### config.mk
export PLATFORM = sky130hd
export DESIGN_NAME = vin_timing_detect_flat
export DESIGN_NICKNAME = d
export VERILOG_FILES = /design/src/rtl/vin_timing_detect_if.sv /design/src/rtl/vin_timing_detect.sv /design/src/flat_wrapper.sv
export SDC_FILE = /design/constraint.sdc
export NUM_CORES = 1
export LEC_CHECK = 0
export BUFFER_PORTS_ARGS = -buffer_cell sky130_fd_sc_hd__clkbuf_2
export CAP_MARGIN = 25
export CELL_PAD_IN_SITES_DETAIL_PLACEMENT = 1
export CELL_PAD_IN_SITES_GLOBAL_PLACEMENT = 2
export CORE_MARGIN = 8
export CORE_UTILIZATION = 40
export DETAILED_ROUTE_END_ITERATION = 12
export PLACE_DENSITY_LB_ADDON = 0.1
export SYNTH_ARGS = -nofsm -noshare
export SYNTH_HDL_FRONTEND = slang
export SYNTH_SLANG_ARGS = --single-unit
### constraint.sdc
create_clock -name clk -period 4 [get_ports clk]
set_input_delay 0.4 -clock clk [delete_from_list [all_inputs] [get_ports clk]]
set_output_delay 0.4 -clock clk [all_outputs]
set_load 0.01 [all_outputs]
### src/rtl/vin_timing_detect_if.sv
// Video input and measured-timing bundle for vin_timing_detect.
// The detector uses the slave view; the pin/receiver side uses the master view.
interface vin_timing_detect_if;
    logic        vin_hs;
    logic        vin_vs;
    logic        vin_de;
    logic [15:0] h_total;
    logic [15:0] h_active;
    logic [15:0] v_total;
    logic [15:0] v_active;
    logic        hs_pol;
    logic        vs_pol;
    logic        locked;
    logic        timing_change;
    logic        frame_start;

    modport master (
        output vin_hs, vin_vs, vin_de,
        input  h_total, h_active, v_total, v_active,
        input  hs_pol, vs_pol, locked, timing_change, frame_start
    );

    modport slave (
        input  vin_hs, vin_vs, vin_de,
        output h_total, h_active, v_total, v_active,
        output hs_pol, vs_pol, locked, timing_change, frame_start
    );
endinterface

### src/rtl/vin_timing_detect.sv
// Measures incoming hs/vs/de timing per frame and locks after LOCK_FRAMES identical frames.
// Define VIN_TIMING_POL_DETECT_EN to auto-detect sync polarity; otherwise both syncs are taken as active-high.
module vin_timing_detect #(
    parameter int unsigned LOCK_FRAMES = 3,
    parameter logic [23:0] TIMEOUT     = 24'd4_000_000
) (
    input  logic                clk,
    input  logic                rst,
    vin_timing_detect_if.slave  vif
);
    localparam logic [1:0] ST_IDLE    = 2'd0;
    localparam logic [1:0] ST_MEASURE = 2'd1;
    localparam logic [1:0] ST_COMPARE = 2'd2;
    localparam logic [3:0] LOCK_N     = 4'(LOCK_FRAMES);

    logic        hs1, vs1, de1, hs2, vs2, de2;
    logic        hs_pol_q, vs_pol_q, pol_chg;
    logic        hs_edge, vs_edge, hs_lead, vs_lead;
    logic [1:0]  state;
    logic [15:0] h_cnt, de_cnt, line_cnt, act_cnt;
    logic [15:0] cand_ht, cand_ha, cand_vt, cand_va;
    logic [15:0] prev_ht, prev_ha, prev_vt, prev_va;
    logic [15:0] out_ht, out_ha, out_vt, out_va;
    logic        prev_valid, geom_eq, locked_q, tchg_q;
    logic [3:0]  stable_cnt, stable_nxt;
    logic [23:0] to_cnt;

    always_comb begin
        hs_edge = (hs1 ^ ~hs_pol_q) & ~(hs2 ^ ~hs_pol_q);
        vs_edge = (vs1 ^ ~vs_pol_q) & ~(vs2 ^ ~vs_pol_q);
    end

    // Edge pulses are registered, so hs_lead/vs_lead line up with de2 and vs_lead doubles as frame_start.
    always_ff @(posedge clk) begin
        if (rst) begin
            {hs1, vs1, de1, hs2, vs2, de2} <= '0;
            hs_lead <= 1'b0;
            vs_lead <= 1'b0;
            h_cnt   <= '0;
            de_cnt  <= '0;
            cand_ht <= '0;
            cand_ha <= '0;
            to_cnt  <= '0;
        end else begin
            hs1 <= vif.vin_hs;
            vs1 <= vif.vin_vs;
            de1 <= vif.vin_de;
            hs2 <= hs1;
            vs2 <= vs1;
            de2 <= de1;
            hs_lead <= hs_edge;
            vs_lead <= vs_edge;
            if (hs_lead) begin
                h_cnt   <= 16'd1;
                de_cnt  <= {15'd0, de2};
                cand_ht <= h_cnt;
                if (de_cnt != '0) cand_ha <= de_cnt;
            end else begin
                if (h_cnt != '1) h_cnt <= h_cnt + 16'd1;
                if (de2 && de_cnt != '1) de_cnt <= de_cnt + 16'd1;
            end
            if (vs_lead) to_cnt <= '0;
            else if (to_cnt != TIMEOUT) to_cnt <= to_cnt + 24'd1;
        end
    end

    always_comb begin
        geom_eq = prev_valid && cand_ht == prev_ht && cand_ha == prev_ha &&
                  cand_vt == prev_vt && cand_va == prev_va;
        if (pol_chg)                 stable_nxt = '0;
        else if (!geom_eq)           stable_nxt = 4'd1;
        else if (stable_cnt >= LOCK_N) stable_nxt = LOCK_N;
        else                         stable_nxt = stable_cnt + 4'd1;
    end

    // The line closed by the hs edge that coincides with vs belongs to the old frame for v_active,
    // while that hs edge itself opens line 1 of the new frame.
    always_ff @(posedge clk) begin
        if (rst) begin
            state      <= ST_IDLE;
            line_cnt   <= '0;
            act_cnt    <= '0;
            cand_vt    <= '0;
            cand_va    <= '0;
            prev_ht    <= '0;
            prev_ha    <= '0;
            prev_vt    <= '0;
            prev_va    <= '0;
            prev_valid <= 1'b0;
            stable_cnt <= '0;
            out_ht     <= '0;
            out_ha     <= '0;
            out_vt     <= '0;
            out_va     <= '0;
            locked_q   <= 1'b0;
            tchg_q     <= 1'b0;
        end else begin
            tchg_q <= 1'b0;
            if (hs_lead && state != ST_IDLE) begin
                if (line_cnt != '1) line_cnt <= line_cnt + 16'd1;
                if (de_cnt != '0 && act_cnt != '1) act_cnt <= act_cnt + 16'd1;
            end
            case (state)
                ST_IDLE: begin
                    line_cnt <= vs_lead ? {15'd0, hs_lead} : '0;
                    act_cnt  <= '0;
                    if (vs_lead) state <= ST_MEASURE;
                end
                ST_MEASURE: begin
                    if (vs_lead) begin
                        cand_vt  <= line_cnt;
                        cand_va  <= act_cnt + {15'd0, hs_lead && de_cnt != '0};
                        line_cnt <= {15'd0, hs_lead};
                        act_cnt  <= '0;
                        state    <= ST_COMPARE;
                    end
                end
                ST_COMPARE: begin
                    prev_ht    <= cand_ht;
                    prev_ha    <= cand_ha;
                    prev_vt    <= cand_vt;
                    prev_va    <= cand_va;
                    prev_valid <= 1'b1;
                    stable_cnt <= stable_nxt;
                    if (stable_nxt == LOCK_N) begin
                        out_ht   <= cand_ht;
                        out_ha   <= cand_ha;
                        out_vt   <= cand_vt;
                        out_va   <= cand_va;
                        locked_q <= 1'b1;
                    end else if (locked_q) begin
                        locked_q <= 1'b0;
                        tchg_q   <= 1'b1;
                    end
                    state <= ST_MEASURE;
                end
                default: state <= ST_IDLE;
            endcase
            if (state != ST_IDLE && to_cnt == TIMEOUT - 24'd1 && !vs_lead) begin
                state      <= ST_IDLE;
                stable_cnt <= '0;
                prev_valid <= 1'b0;
                if (locked_q) begin
                    locked_q <= 1'b0;
                    tchg_q   <= 1'b1;
                end
            end
        end
    end

`ifdef VIN_TIMING_POL_DETECT_EN
    logic [15:0] hs_hi_cnt, vs_hi_lines;
    logic        hs_pol_new, vs_pol_new, vs_pol_upd;

    always_comb begin
        hs_pol_new = hs_hi_cnt < (h_cnt >> 1);
        vs_pol_new = vs_hi_lines < (line_cnt >> 1);
        vs_pol_upd = vs_lead && state == ST_MEASURE;
    end

    // pol_chg is held until the next COMPARE so the frame verdict sees it.
    always_ff @(posedge clk) begin
        if (rst) begin
            hs_pol_q    <= 1'b1;
            vs_pol_q    <= 1'b1;
            hs_hi_cnt   <= '0;
            vs_hi_lines <= '0;
            pol_chg     <= 1'b0;
        end else begin
            if (hs_lead) begin
                hs_hi_cnt <= {15'd0, hs2};
                hs_pol_q  <= hs_pol_new;
            end else if (hs2 && hs_hi_cnt != '1) begin
                hs_hi_cnt <= hs_hi_cnt + 16'd1;
            end
            if (vs_lead) vs_hi_lines <= {15'd0, hs_lead & vs2};
            else if (hs_lead && vs2 && vs_hi_lines != '1) vs_hi_lines <= vs_hi_lines + 16'd1;
            if (vs_pol_upd) vs_pol_q <= vs_pol_new;
            pol_chg <= (pol_chg && state != ST_COMPARE) ||
                       (hs_lead && hs_pol_new != hs_pol_q) ||
                       (vs_pol_upd && vs_pol_new != vs_pol_q);
        end
    end
`else
    always_comb begin
        hs_pol_q = 1'b1;
        vs_pol_q = 1'b1;
        pol_chg  = 1'b0;
    end
`endif

    assign vif.h_total       = out_ht;
    assign vif.h_active      = out_ha;
    assign vif.v_total       = out_vt;
    assign vif.v_active      = out_va;
    assign vif.hs_pol        = hs_pol_q;
    assign vif.vs_pol        = vs_pol_q;
    assign vif.locked        = locked_q;
    assign vif.timing_change = tchg_q;
    assign vif.frame_start   = vs_lead;
endmodule
### src/flat_wrapper.sv
// flat-port wrapper written by rule: the top's interface ports become plain ports
module vin_timing_detect_flat 
#(
    parameter int unsigned LOCK_FRAMES = 3,
    parameter logic [23:0] TIMEOUT     = 24'd4_000_000
)
  (clk, rst, vif_vin_hs, vif_vin_vs, vif_vin_de, vif_h_total, vif_h_active, vif_v_total, vif_v_active, vif_hs_pol, vif_vs_pol, vif_locked, vif_timing_change, vif_frame_start);
  vin_timing_detect_if vif_i ();
  input  logic clk;
  input  logic rst;
  input wire logic [$bits(vif_i.vin_hs)-1:0] vif_vin_hs;
  input wire logic [$bits(vif_i.vin_vs)-1:0] vif_vin_vs;
  input wire logic [$bits(vif_i.vin_de)-1:0] vif_vin_de;
  output wire logic [$bits(vif_i.h_total)-1:0] vif_h_total;
  output wire logic [$bits(vif_i.h_active)-1:0] vif_h_active;
  output wire logic [$bits(vif_i.v_total)-1:0] vif_v_total;
  output wire logic [$bits(vif_i.v_active)-1:0] vif_v_active;
  output wire logic [$bits(vif_i.hs_pol)-1:0] vif_hs_pol;
  output wire logic [$bits(vif_i.vs_pol)-1:0] vif_vs_pol;
  output wire logic [$bits(vif_i.locked)-1:0] vif_locked;
  output wire logic [$bits(vif_i.timing_change)-1:0] vif_timing_change;
  output wire logic [$bits(vif_i.frame_start)-1:0] vif_frame_start;
  assign vif_i.vin_hs = vif_vin_hs;
  assign vif_i.vin_vs = vif_vin_vs;
  assign vif_i.vin_de = vif_vin_de;
  assign vif_h_total = vif_i.h_total;
  assign vif_h_active = vif_i.h_active;
  assign vif_v_total = vif_i.v_total;
  assign vif_v_active = vif_i.v_active;
  assign vif_hs_pol = vif_i.hs_pol;
  assign vif_vs_pol = vif_i.vs_pol;
  assign vif_locked = vif_i.locked;
  assign vif_timing_change = vif_i.timing_change;
  assign vif_frame_start = vif_i.frame_start;
  vin_timing_detect #(.LOCK_FRAMES(LOCK_FRAMES), .TIMEOUT(TIMEOUT)) u_core (.clk(clk), .rst(rst), .vif(vif_i));
endmodule
==> results.ini, run 1 <==
[logic_synthesis]
syn_area_sq_um = 12500
synth_top_cells_by_area = dfxtp_1 (47%), a21oi_1 (7.6%), nand2_1 (7.1%), xor2_1 (5.1%), nand3_1 (4.3%)
synth_area_per_cell_sq_um = 8.33
yosysSeqAreaShare = 0.475
synth_top_area_cell = dfxtp_1
ys_ff_latch = 297
ys_types = 56
synthCells = 1503
yosys_most_used_dff = dfxtp_1
synthMostInstantiatedCell = dfxtp_1
ys.warnings.count = 0
synth_top_cells_by_count = dfxtp_1 (297), nand2_1 (238), a21oi_1 (190)
async_flop_share = 0
synth_top_area_frac = 0.475
synth_edf_count = 0

[placement]
portBuffers = 71
place_inst = 1889
post-dp-hpwl_um = 25400
post_dp_cell_area_sq_um = 13100
dp_slack_ps = 768
gp_congestion = 0.796

[timing]
post-route-min-period_ps = 3200
setup_violations = 0
tns_ps = 0
rsz0062_at_grt = false
maxSlewHeadroom = 0.453
worstMarginPinSlew_ps = 819
finClkSkew_ps = 17.0
whs_ps = 114
hold_viol_final = 0
fin_crit_sh = 0.800
clock.fmax_ghz = 0.312
report.final.slew_viol_count = 0
layout_setup_ws_ps = 799

[worst_setup_path]
worstSetupEndpointType = flip-flop
r2r_setup_slack_ps = 800
setup.worst_path.class = reg -> reg
crit_required_ps = 4370
start_kind = flip-flop
cp.arrival_ps = 3570
r2r-start = u_core.cand_ht[6]
regToRegEndpoint = u_core.vif.h_active[0]
r2r_cells = 7
worstPathMaxFanout = 45

[flow_run]
max_cap_viol_count = 0

[power_and_ir_drop]
power.total_mw = 6.32
p_per_area_nw_per_um2 = 444
peakVddDrop_mv = 0.246
p_leak_nw = 4.99

[floorplan]
core-area_sq_um = 30700
die-area_sq_um = 37200
rows = 64
ios = 74
fp.dieH_um = 193
fp.dieW_um = 193
start_util = 0.407

[clock_tree]
cts_tree = built
cts_setup_buffers = 0
postCtsResizedCells = 0
htreeDepth = 2
cts_hold_buffers = 0
numClockSinks = 297
cts_buffer_depth = 3
cts_made_buffers = 35
root_buffer = clkbuf_16
clock_latency_ps = 510
clk_pin_slew_ps = 60

[global_route]
grt_usage = 0.202
grt_max_degree = 111
grt_overflow = 0
antenna_found_initial = 0
grt_pass1_wl_um = 59800
grt_pass1_vias = 10700

[cells_and_area]
final_util = 0.463
finalNonFillerCells = 1949
fillers = 3662
drive_gt1_frac = 0.100
n_antenna_cell = 0
nNetsFinal = 1545
finalInstanceArea_sq_um = 14200
area_growth_pct = 13.8
seqCellArea_sq_um = 5950
multi_input_area_sq_um = 6010

[route]
vias = 10600
avgRoutedWirePerCell_um = 19.2
drt_first_pass_iters = 5
routed_wl_um = 37300
drc = 0
drt_iter0_markers = 511
ant_nets = 0
via_per_inst = 5.44

[outcome]
status = finished clean

[worst_hold_path]
min_to = u_core.vs1
whs_path_depth = 2
hold_path.startpoint = vif_vin_vs
hold_path.class = in -> reg

## sequential cells by signal (all words and copies together) (netlist names), 4 cells and up
register and count:
u_core.act_cnt 16, u_core.cand_ha 16, u_core.cand_ht 16, u_core.cand_va 16, u_core.cand_vt 16, u_core.de_cnt 16, u_core.h_cnt 16, u_core.line_cnt 16
u_core.prev_ha 16, u_core.prev_ht 16, u_core.prev_va 16, u_core.prev_vt 16, u_core.stable_cnt 4, u_core.to_cnt 24, u_core.vif.h_active 16, u_core.vif.h_total 16
u_core.vif.v_active 16, u_core.vif.v_total 16
## power breakdown
part           switching [mW]  internal, mW
Combinational          0.0883        0.0299
Clock                    1.23          1.98
Sequential             0.0174          2.97
## cell families (layout without fill, tap and decap cells)
logic type,count (synthesis),in the layout,share of synthesized area
fa+ha+maj,10,10,0.00999
compound gates,319,319,0.138
xor+xnor,121,121,0.0846
buf+inv,120,169,0.0470
other cells,1,2,0.000299
mux,21,21,0.0169
simple gates,614,614,0.228
flops,297,297,0.475
## worst max path at each step
stage | from | endpoint | cells after the start
2_1_floorplan | u_core.de_cnt[0] | u_core.cand_va[11] | 12
4_1_cts | u_core.cand_ht[6] | u_core.vif.v_total[10] | 7
6_report | u_core.cand_ht[6] | u_core.vif.h_active[0] | 7
3_5_place_dp | u_core.cand_ht[6] | u_core.vif.v_total[12] | 7
3_3_place_gp | u_core.cand_ht[6] | u_core.vif.v_total[9] | 7
5_1_grt | u_core.cand_ht[6] | u_core.vif.v_active[0] | 7
## metal layers
metal	global-route usage	share of wire
met4	0.0571	0.022
met1	0.276	0.49
met3	0.0297	0.031
met2	0.328	0.46
met5	0	0
## critical path: stages, from the launching register on
cell	delay (ps)
dfxtp_1	400
and2b_1	200
a2111oi_1	440
nand4_1	330
or4_2	1070
buf_12	300
o21ai_1	170
a21oi_1	80
## area by class of cell
| type | instances | area share |
|---|---|---|
| timing repair buffer | 88 | 0.0379 |
| multi-input combinational | 1087 | 0.422 |
| clock inverter | 6 | 0.00386 |
| inverter | 21 | 0.00553 |
| sequential | 297 | 0.417 |
| tap | 396 | 0.0348 |
| clock buffer | 54 | 0.0786 |
## cell usage in the layout (no fill, tap or decap), drive strengths merged, types with 3 or more instances in the layout
| cell type | count |
|---|---|
| and2 | 4 |
| nand2 | 238 |
| nor2 | 115 |
| xor2 | 73 |
| o21ai | 87 |
| nor2b | 17 |
| xnor2 | 48 |
| mux2i | 20 |
| clkinv | 7 |
| a2111oi | 3 |
| and3 | 20 |
| clkbuf | 124 |
| a21oi | 190 |
| buf | 18 |
| or3 | 13 |
| nor4 | 15 |
| o2111ai | 5 |
| and2b | 5 |
| and4 | 8 |
| inv | 19 |
| nand3 | 107 |
| nor3 | 21 |
| nand2b | 11 |
| a311oi | 5 |
| nand4 | 31 |
| ha | 10 |
| dfxtp | 297 |
| a211oi | 14 |
Power figures use the tool's default switching activity.
==> run 2, diff against run 1 <==
--- a/config.mk
+++ b/config.mk
@@ -5,12 +5,13 @@
 export SDC_FILE = /design/constraint.sdc
 export NUM_CORES = 1
 export LEC_CHECK = 0
+export ABC_AREA = 1
 export BUFFER_PORTS_ARGS = -buffer_cell sky130_fd_sc_hd__clkbuf_2
 export CAP_MARGIN = 25
 export CELL_PAD_IN_SITES_DETAIL_PLACEMENT = 1
 export CELL_PAD_IN_SITES_GLOBAL_PLACEMENT = 2
 export CORE_MARGIN = 8
-export CORE_UTILIZATION = 40
+export CORE_UTILIZATION = 31
 export DETAILED_ROUTE_END_ITERATION = 12
 export PLACE_DENSITY_LB_ADDON = 0.1
 export SYNTH_ARGS = -nofsm -noshare
==> constraint.sdc (replaced) <==
create_clock -name clk -period 2.91 [get_ports clk]
set_input_delay 0.291 -clock clk [delete_from_list [all_inputs] [get_ports clk]]
set_output_delay 0.291 -clock clk [all_outputs]
set_load 0.01 [all_outputs]
==> results.ini, run 2 <==
[placement]
portBuffers = 71  ; unchanged
gp_congestion = 0.875  ; +10%
post_dp_cell_area_sq_um = 15000  ; +15%
post-dp-hpwl_um = 35300  ; +39%

[logic_synthesis]
ys_ff_latch = 297  ; unchanged
synth_top_cells_by_count = nand2_1 (403), inv_1 (326), dfxtp_1 (297)
syn_area_sq_um = 14000  ; +12%
ys_types = 46  ; -18%
synth_mux_area_frac = 0  ; -0.0169
synth_area_per_cell_sq_um = 6.81  ; -18%
yosys_most_used_dff = dfxtp_1
synth_top_family_by_area = simple AND/OR/NAND/NOR gates
synth_top_area_frac = 0.426  ; -0.0492
async_flop_share = 0  ; unchanged
synthCells = 2051  ; +36%
synth_top_cells_by_area = dfxtp_1 (43%), nand2_1 (11%), inv_1 (8.8%), a21oi_1 (6.5%), nor2_1 (6.4%)
synthMostInstantiatedCell = nand2_1
ys.warnings.count = 0  ; unchanged
synth_edf_count = 0  ; unchanged
synth_xor_area_frac = 0.0257  ; -0.0589
yosysSeqAreaShare = 0.426  ; -0.0492
synth_compound_area_frac = 0.149  ; +0.0108
synth_top_area_cell = dfxtp_1
synthSimpleGateAreaFrac = 0.265  ; +0.0370
synth-adder-area-share = 0.00896  ; -0.00104

[clock_tree]
postCtsResizedCells = 0  ; unchanged
cts_made_buffers = 39  ; +11%
clk_pin_slew_ps = 50  ; about the same
clock_latency_ps = 550  ; +40 ps
root_buffer = clkbuf_16
htreeDepth = 2  ; unchanged
cts_tree = built
numClockSinks = 297  ; unchanged
cts_setup_buffers = 0  ; unchanged
cts_buffer_depth = 3  ; unchanged

[worst_setup_path]
crit_buf_inv = 5  ; +4
r2r_cells = 16  ; +9
start_kind = flip-flop
worstPathMaxFanout = 4  ; -91%
r2r-start = u_core.de_cnt[0]
crit_required_ps = 3340  ; -1030 ps
setup.worst_path.class = reg -> reg
regToRegEndpoint = u_core.cand_va[15]
slowest_delay_ps = 380  ; -690 ps
cp.arrival_ps = 2900  ; -670 ps
r2r_setup_slack_ps = 440  ; -350 ps
crit_path_top_delay_cell = dfxtp_1
worstSetupEndpointType = flip-flop
path_cells = inv_1 -> ha_1 -> nand4_1 -> nor3_1 -> nand3_1 -> nand2_1 -> clkinv_1 -> ha_1 -> inv_1 -> nor2_1 -> inv_1 -> nor2_1 -> nand2_1 -> xor2_1 -> o21ai_0 -> inv_1
worst_path_dominant_cell_family = simple AND/OR/NAND/NOR gates
cpMostUsedCell = inv_1

[floorplan]
fp.dieW_um = 228  ; +18%
fp.dieH_um = 228  ; +18%
die-area_sq_um = 52100  ; +40%
rows = 77  ; +20%
core-area_sq_um = 44300  ; +44%
ios = 74  ; unchanged
start_util = 0.315  ; -0.0920

[route]
drt_iter0_markers = 653  ; +28%
routed_wl_um = 47200  ; +26%
vias = 13000  ; +22%
via_per_inst = 4.76  ; -13%
ant_nets = 0  ; unchanged
avgRoutedWirePerCell_um = 17.3  ; -9.8%
drc = 0  ; unchanged
drt_first_pass_iters = 4  ; -1

[power_and_ir_drop]
p_leak_nw = 6.89  ; +38%
p_per_area_nw_per_um2 = 582  ; +31%
power.total_mw = 9.48  ; +50%
peakVddDrop_mv = 0.318  ; +29%

[cells_and_area]
drive_gt1_frac = 0.101  ; +0.000578
finalInstanceArea_sq_um = 16300  ; +14%
top_register = u_core.to_cnt
n_antenna_cell = 0  ; unchanged
layout_common_cells = nand2_1 (403), inv_1 (325), dfxtp_1 (297), nor2_1 (235), a21oi_1 (181)
largest_reg_flops = 24  ; unchanged
area_growth_pct = 16.6
final_common_cell = nand2_1
nNetsFinal = 2128  ; +38%

[timing]
fin_crit_sh = 0.847  ; +0.0468
finClkSkew_ps = 16.2  ; -0.706 ps
hold_viol_final = 0  ; unchanged
report.final.slew_viol_count = 0  ; unchanged
worstMarginPinSlew_ps = 816  ; -2.45 ps
maxSlewHeadroom = 0.456  ; +0.00296
setup_violations = 0  ; unchanged
rsz0062_at_grt = false
post-route-min-period_ps = 2470  ; -736 ps
clock.fmax_ghz = 0.406  ; +30%
tns_ps = 0  ; unchanged

[global_route]
grt_pass1_vias = 13200  ; +23%
antenna_found_initial = 0  ; unchanged
grt_pass1_wl_um = 75200  ; +26%
grt_overflow = 0  ; unchanged
grt_max_degree = 66  ; -41%
grt_usage = 0.179  ; -0.0232

[outcome]
status = finished clean

[worst_hold_path]
hold_path.class = in -> reg
whs_path_depth = 3  ; +1
hold_path.startpoint = rst
min_to = u_core.vs2

[flow_run]
max_cap_viol_count = 0  ; unchanged

-- run 2: layout make-up --
class | instances | area (sq um)
Timing Repair Buffer | 103 | 641
Clock inverter | 8 | 124
Tap cell | 592 | 741
Multi-Input combinational cell | 1310 | 6310
Clock buffer | 58 | 1170
Inverter | 362 | 1360
Sequential cell | 297 | 5950
Fill cell | 5589 | 28000
-- run 2: power breakdown --
part | internal [mW] | switching (mW)
registers | 4.11 | 0.0402
clock network | 3.03 | 1.87
logic | 0.129 | 0.304
total | 7.27 | 2.21
-- run 2: worst max path at each step --
stage | startpoint | endpoint | depth (start not counted) | slack, ps
after global placement | u_core.de_cnt[0] | u_core.cand_va[15] | 16 | 520
final | u_core.de_cnt[0] | u_core.cand_va[15] | 16 | 440
after floorplan | u_core.de_cnt[0] | u_core.cand_va[10] | 15 | 670
after detailed placement | u_core.de_cnt[0] | u_core.cand_va[15] | 16 | 410
after global routing | u_core.de_cnt[0] | u_core.cand_va[15] | 16 | 80
after CTS | u_core.de_cnt[0] | u_core.cand_va[15] | 16 | 410
-- run 2: per-stage QoR --
stage | utilization | worst slack, ps | std cells | hold WS (ps)
after floorplan | - | 668 | 2052 | 373
after global placement | 0.338 | 521 | 2661 | 379
after detailed placement | 0.338 | 408 | 2661 | 383
after CTS | 0.368 | 406 | 2730 | 136
after global routing | 0.368 | 80.4 | 2730 | 162
final | 0.368 | 445 | 2730 | 157
-- run 2: cell families after synthesis --
kind of cell               count (synthesis)
and+or+nand+nor                          872
buffers and inverters                    445
AOI/OAI and AO/OA                        385
DFF                                      297
xor gates and xnor gates                  41
adders and majority gates                 10
other                                      1
-- run 2: tightest hold or removal path: cells and delay by family --
| kind | cells | cell delay (ps) |
|---|---|---|
| buffers and inverters | 2 | 300 |
| and+or+nand+nor | 1 | 60 |
-- run 2: repair_timing --
action                                 4_1_cts  5_1_grt
hold buffers                                 3        0
endpoints found under the hold margin        3        0
setup endpoints to repair                    0        0
-- run 2: routing by layer --
metal | vias to the layer above | wire length, um | part of all wire | track usage
li1 | 6638 | - | - | -
met1 | 6124 | 23600 | 0.50 | 0.248
met2 | 160 | 20800 | 0.44 | 0.282
met3 | 65 | 1630 | 0.035 | 0.0287
met4 | 0 | 1140 | 0.024 | 0.0539
met5 | - | 0 | 0 | 0
==> run 3, diff against run 2 <==
--- a/config.mk
+++ b/config.mk
@@ -5,13 +5,13 @@
 export SDC_FILE = /design/constraint.sdc
 export NUM_CORES = 1
 export LEC_CHECK = 0
-export ABC_AREA = 1
+export ABC_AREA = 0
 export BUFFER_PORTS_ARGS = -buffer_cell sky130_fd_sc_hd__clkbuf_2
 export CAP_MARGIN = 25
 export CELL_PAD_IN_SITES_DETAIL_PLACEMENT = 1
 export CELL_PAD_IN_SITES_GLOBAL_PLACEMENT = 2
 export CORE_MARGIN = 8
-export CORE_UTILIZATION = 31
+export CORE_UTILIZATION = 33
 export DETAILED_ROUTE_END_ITERATION = 12
 export PLACE_DENSITY_LB_ADDON = 0.1
 export SYNTH_ARGS = -nofsm -noshare
==> constraint.sdc (replaced) <==
create_clock -name clk -period 2 [get_ports clk]
set_input_delay 0.2 -clock clk [delete_from_list [all_inputs] [get_ports clk]]
set_output_delay 0.2 -clock clk [all_outputs]
set_load 0.01 [all_outputs]
==> results.ini, run 3 (same netlist as run 1, synthesis figures left out) <==
[floorplan]
core-area_sq_um = 37500  ; -15%
ios = 74  ; unchanged
fp.dieH_um = 211  ; -7.7%
fp.dieW_um = 211  ; -7.7%
die-area_sq_um = 44400  ; -15%
rows = 71  ; -7.8%
start_util = 0.334  ; +0.0188

[placement]
portBuffers = 71  ; unchanged
gp_congestion = 0.767  ; -12%
post-dp-hpwl_um = 29000  ; -18%
place_inst = 2187  ; -18%

[flow_run]
max_cap_viol_count = 0  ; unchanged

[outcome]
status = complete, but fails checks
failed_checks = negative setup slack

[global_route]
busiest_layer = met2
grt_usage = 0.184  ; +0.00549
antenna_found_initial = 1  ; +1
grt_pass1_wl_um = 65400  ; -13%
use_met2 = 0.308  ; +0.0257
use_met3 = 0.0334  ; +0.00472
grt_overflow = 0  ; unchanged
grt_max_degree = 93  ; +41%
grt_pass1_vias = 11700  ; -11%
grt_util_met1 = 0.240  ; -0.00766

[clock_tree]
cts_made_buffers = 37  ; -5.1%
cts_tree = built
cts_buffer_depth = 3  ; unchanged
htreeDepth = 2  ; unchanged
clock_latency_ps = 550  ; about the same
root_buffer = clkbuf_16
numClockSinks = 297  ; unchanged
clk_pin_slew_ps = 50  ; about the same

[power_and_ir_drop]
p_per_area_nw_per_um2 = 759  ; +30%
peakVddDrop_mv = 0.565  ; +78%
p_leak_nw = 6.27  ; -9.0%

[route]
ant_nets = 0  ; unchanged
routed_wl_um = 42600  ; -9.7%
via_per_inst = 4.99  ; +4.8%
drc = 0  ; unchanged
drt_iter0_markers = 467  ; -28%
vias = 11400  ; -12%
avgRoutedWirePerCell_um = 18.7  ; +8.1%
drt_first_pass_iters = 7  ; +3

[worst_setup_path]
crit_path_top_delay_cell = or4_4
crit_path_start = u_core.cand_va[5]
path_cells = xor2_1 -> nor4_2 -> nand4_1 -> or4_4 -> buf_12 -> o21ai_1 -> a21oi_2
crit_required_ps = 2420  ; -920 ps
cp.arrival_ps = 2800  ; -100 ps
cp_num_cells = 7  ; -9
crit_buf_inv = 1  ; -4
setup.worst_path.class = reg -> reg
start_kind = flip-flop
r2r_cells = 7  ; -9
worstPathMaxFanout = 10  ; +6
slowest_delay_ps = 670  ; +290 ps
r2r-start = u_core.cand_va[5]
worst_path_dominant_cell_family = simple AND/OR/NAND/NOR gates
worstSetupEndpointType = flip-flop
r2r_setup_slack_ps = -380  ; -830 ps

[cells_and_area]
layout_common_cells = dfxtp_1 (290), nand2_1 (237), buf_4 (186), a21oi_1 (174), nor2_1 (113)
drive_gt1_frac = 0.269  ; +0.168
final_common_cell = dfxtp_1
largest_reg_flops = 24  ; unchanged
finalNonFillerCells = 2280  ; -16%
final_util = 0.453  ; +0.0855
fillers = 4386  ; -22%
area_growth_pct = 35.7
nNetsFinal = 1757  ; -17%
top_register = u_core.to_cnt

[timing]
maxSlewHeadroom = 0.600  ; +0.144
rsz0062_at_grt = true
tns_ps = -23140  ; -23140 ps
clock.fmax_ghz = 0.420  ; +3.5%
hold_viol_final = 0  ; unchanged
setup_violations = 82  ; +82
report.final.slew_viol_count = 0  ; unchanged
post-route-min-period_ps = 2380  ; -83.3 ps
worstMarginPinSlew_ps = 598  ; -218 ps
fin_crit_sh = 1.19  ; +0.344
finClkSkew_ps = 19.0  ; +2.77 ps
layout_setup_ws_ps = -382  ; -827 ps

[worst_hold_path]
whs_path_depth = 2  ; -1
hold_path.class = in -> reg
hold_path.startpoint = rst

==> run 3: timing repair <==
item / in CTS / in global routing
hold buffers: 3 / 0
gates resized for setup: 73 / 77
endpoints found under the setup margin: 84 / 97
pin swaps: 25 / 40
endpoints found under the hold margin: 3 / 0
cloned: 1 / 8
setup buffers: 7 / 12
==> run 3: final cells by class <==
| cell class | count | area, sq um | share of cell area |
|---|---|---|---|
| well taps | 511 | 639 | 0.0376 |
| inverters | 21 | 83.8 | 0.00494 |
| diodes | 1 | 2.50 | 0.000147 |
| repair buffers | 297 | 2420 | 0.143 |
| clock buffers | 58 | 1130 | 0.0664 |
| multi-input cells | 1088 | 6690 | 0.394 |
| clock inverters | 7 | 63.8 | 0.00376 |
| flip-flops and latches | 297 | 5950 | 0.351 |
==> run 3: final timing paths <==
kind	end
hold reg to reg	u_core.hs_lead
setup reg to reg	u_core.vif.v_total[12]
hold / removal	u_core.hs1
setup / recovery	u_core.vif.v_total[12]
==> run 3: per-layer routing <==
metal  part of all wire  up-vias
met3              0.037       59
met1               0.46     5533
met5                  0        -
li1                   -     5639
met2               0.48      140
met4              0.024        0
==> run 3: metrics by stage <==
stage | hold WS, ps | setup WS, ps | power [mW] | cell area [sq um]
final | 38.0 | -382 | 12.9 | 17000
after detailed placement | 380 | -561 | 6.40 | 14800
after CTS | 6.17 | -256 | 13.1 | 16400
after floorplan | 328 | -302 | 6.27 | 12600
after global routing | 56.9 | -493 | 13.4 | 17000
after global placement | 372 | -489 | 6.40 | 14800
==> run 3: report_power, final <==
part | switching, mW | internal [mW]
registers | 0.0208 | 5.94
clock network | 2.60 | 3.99
logic | 0.217 | 0.123
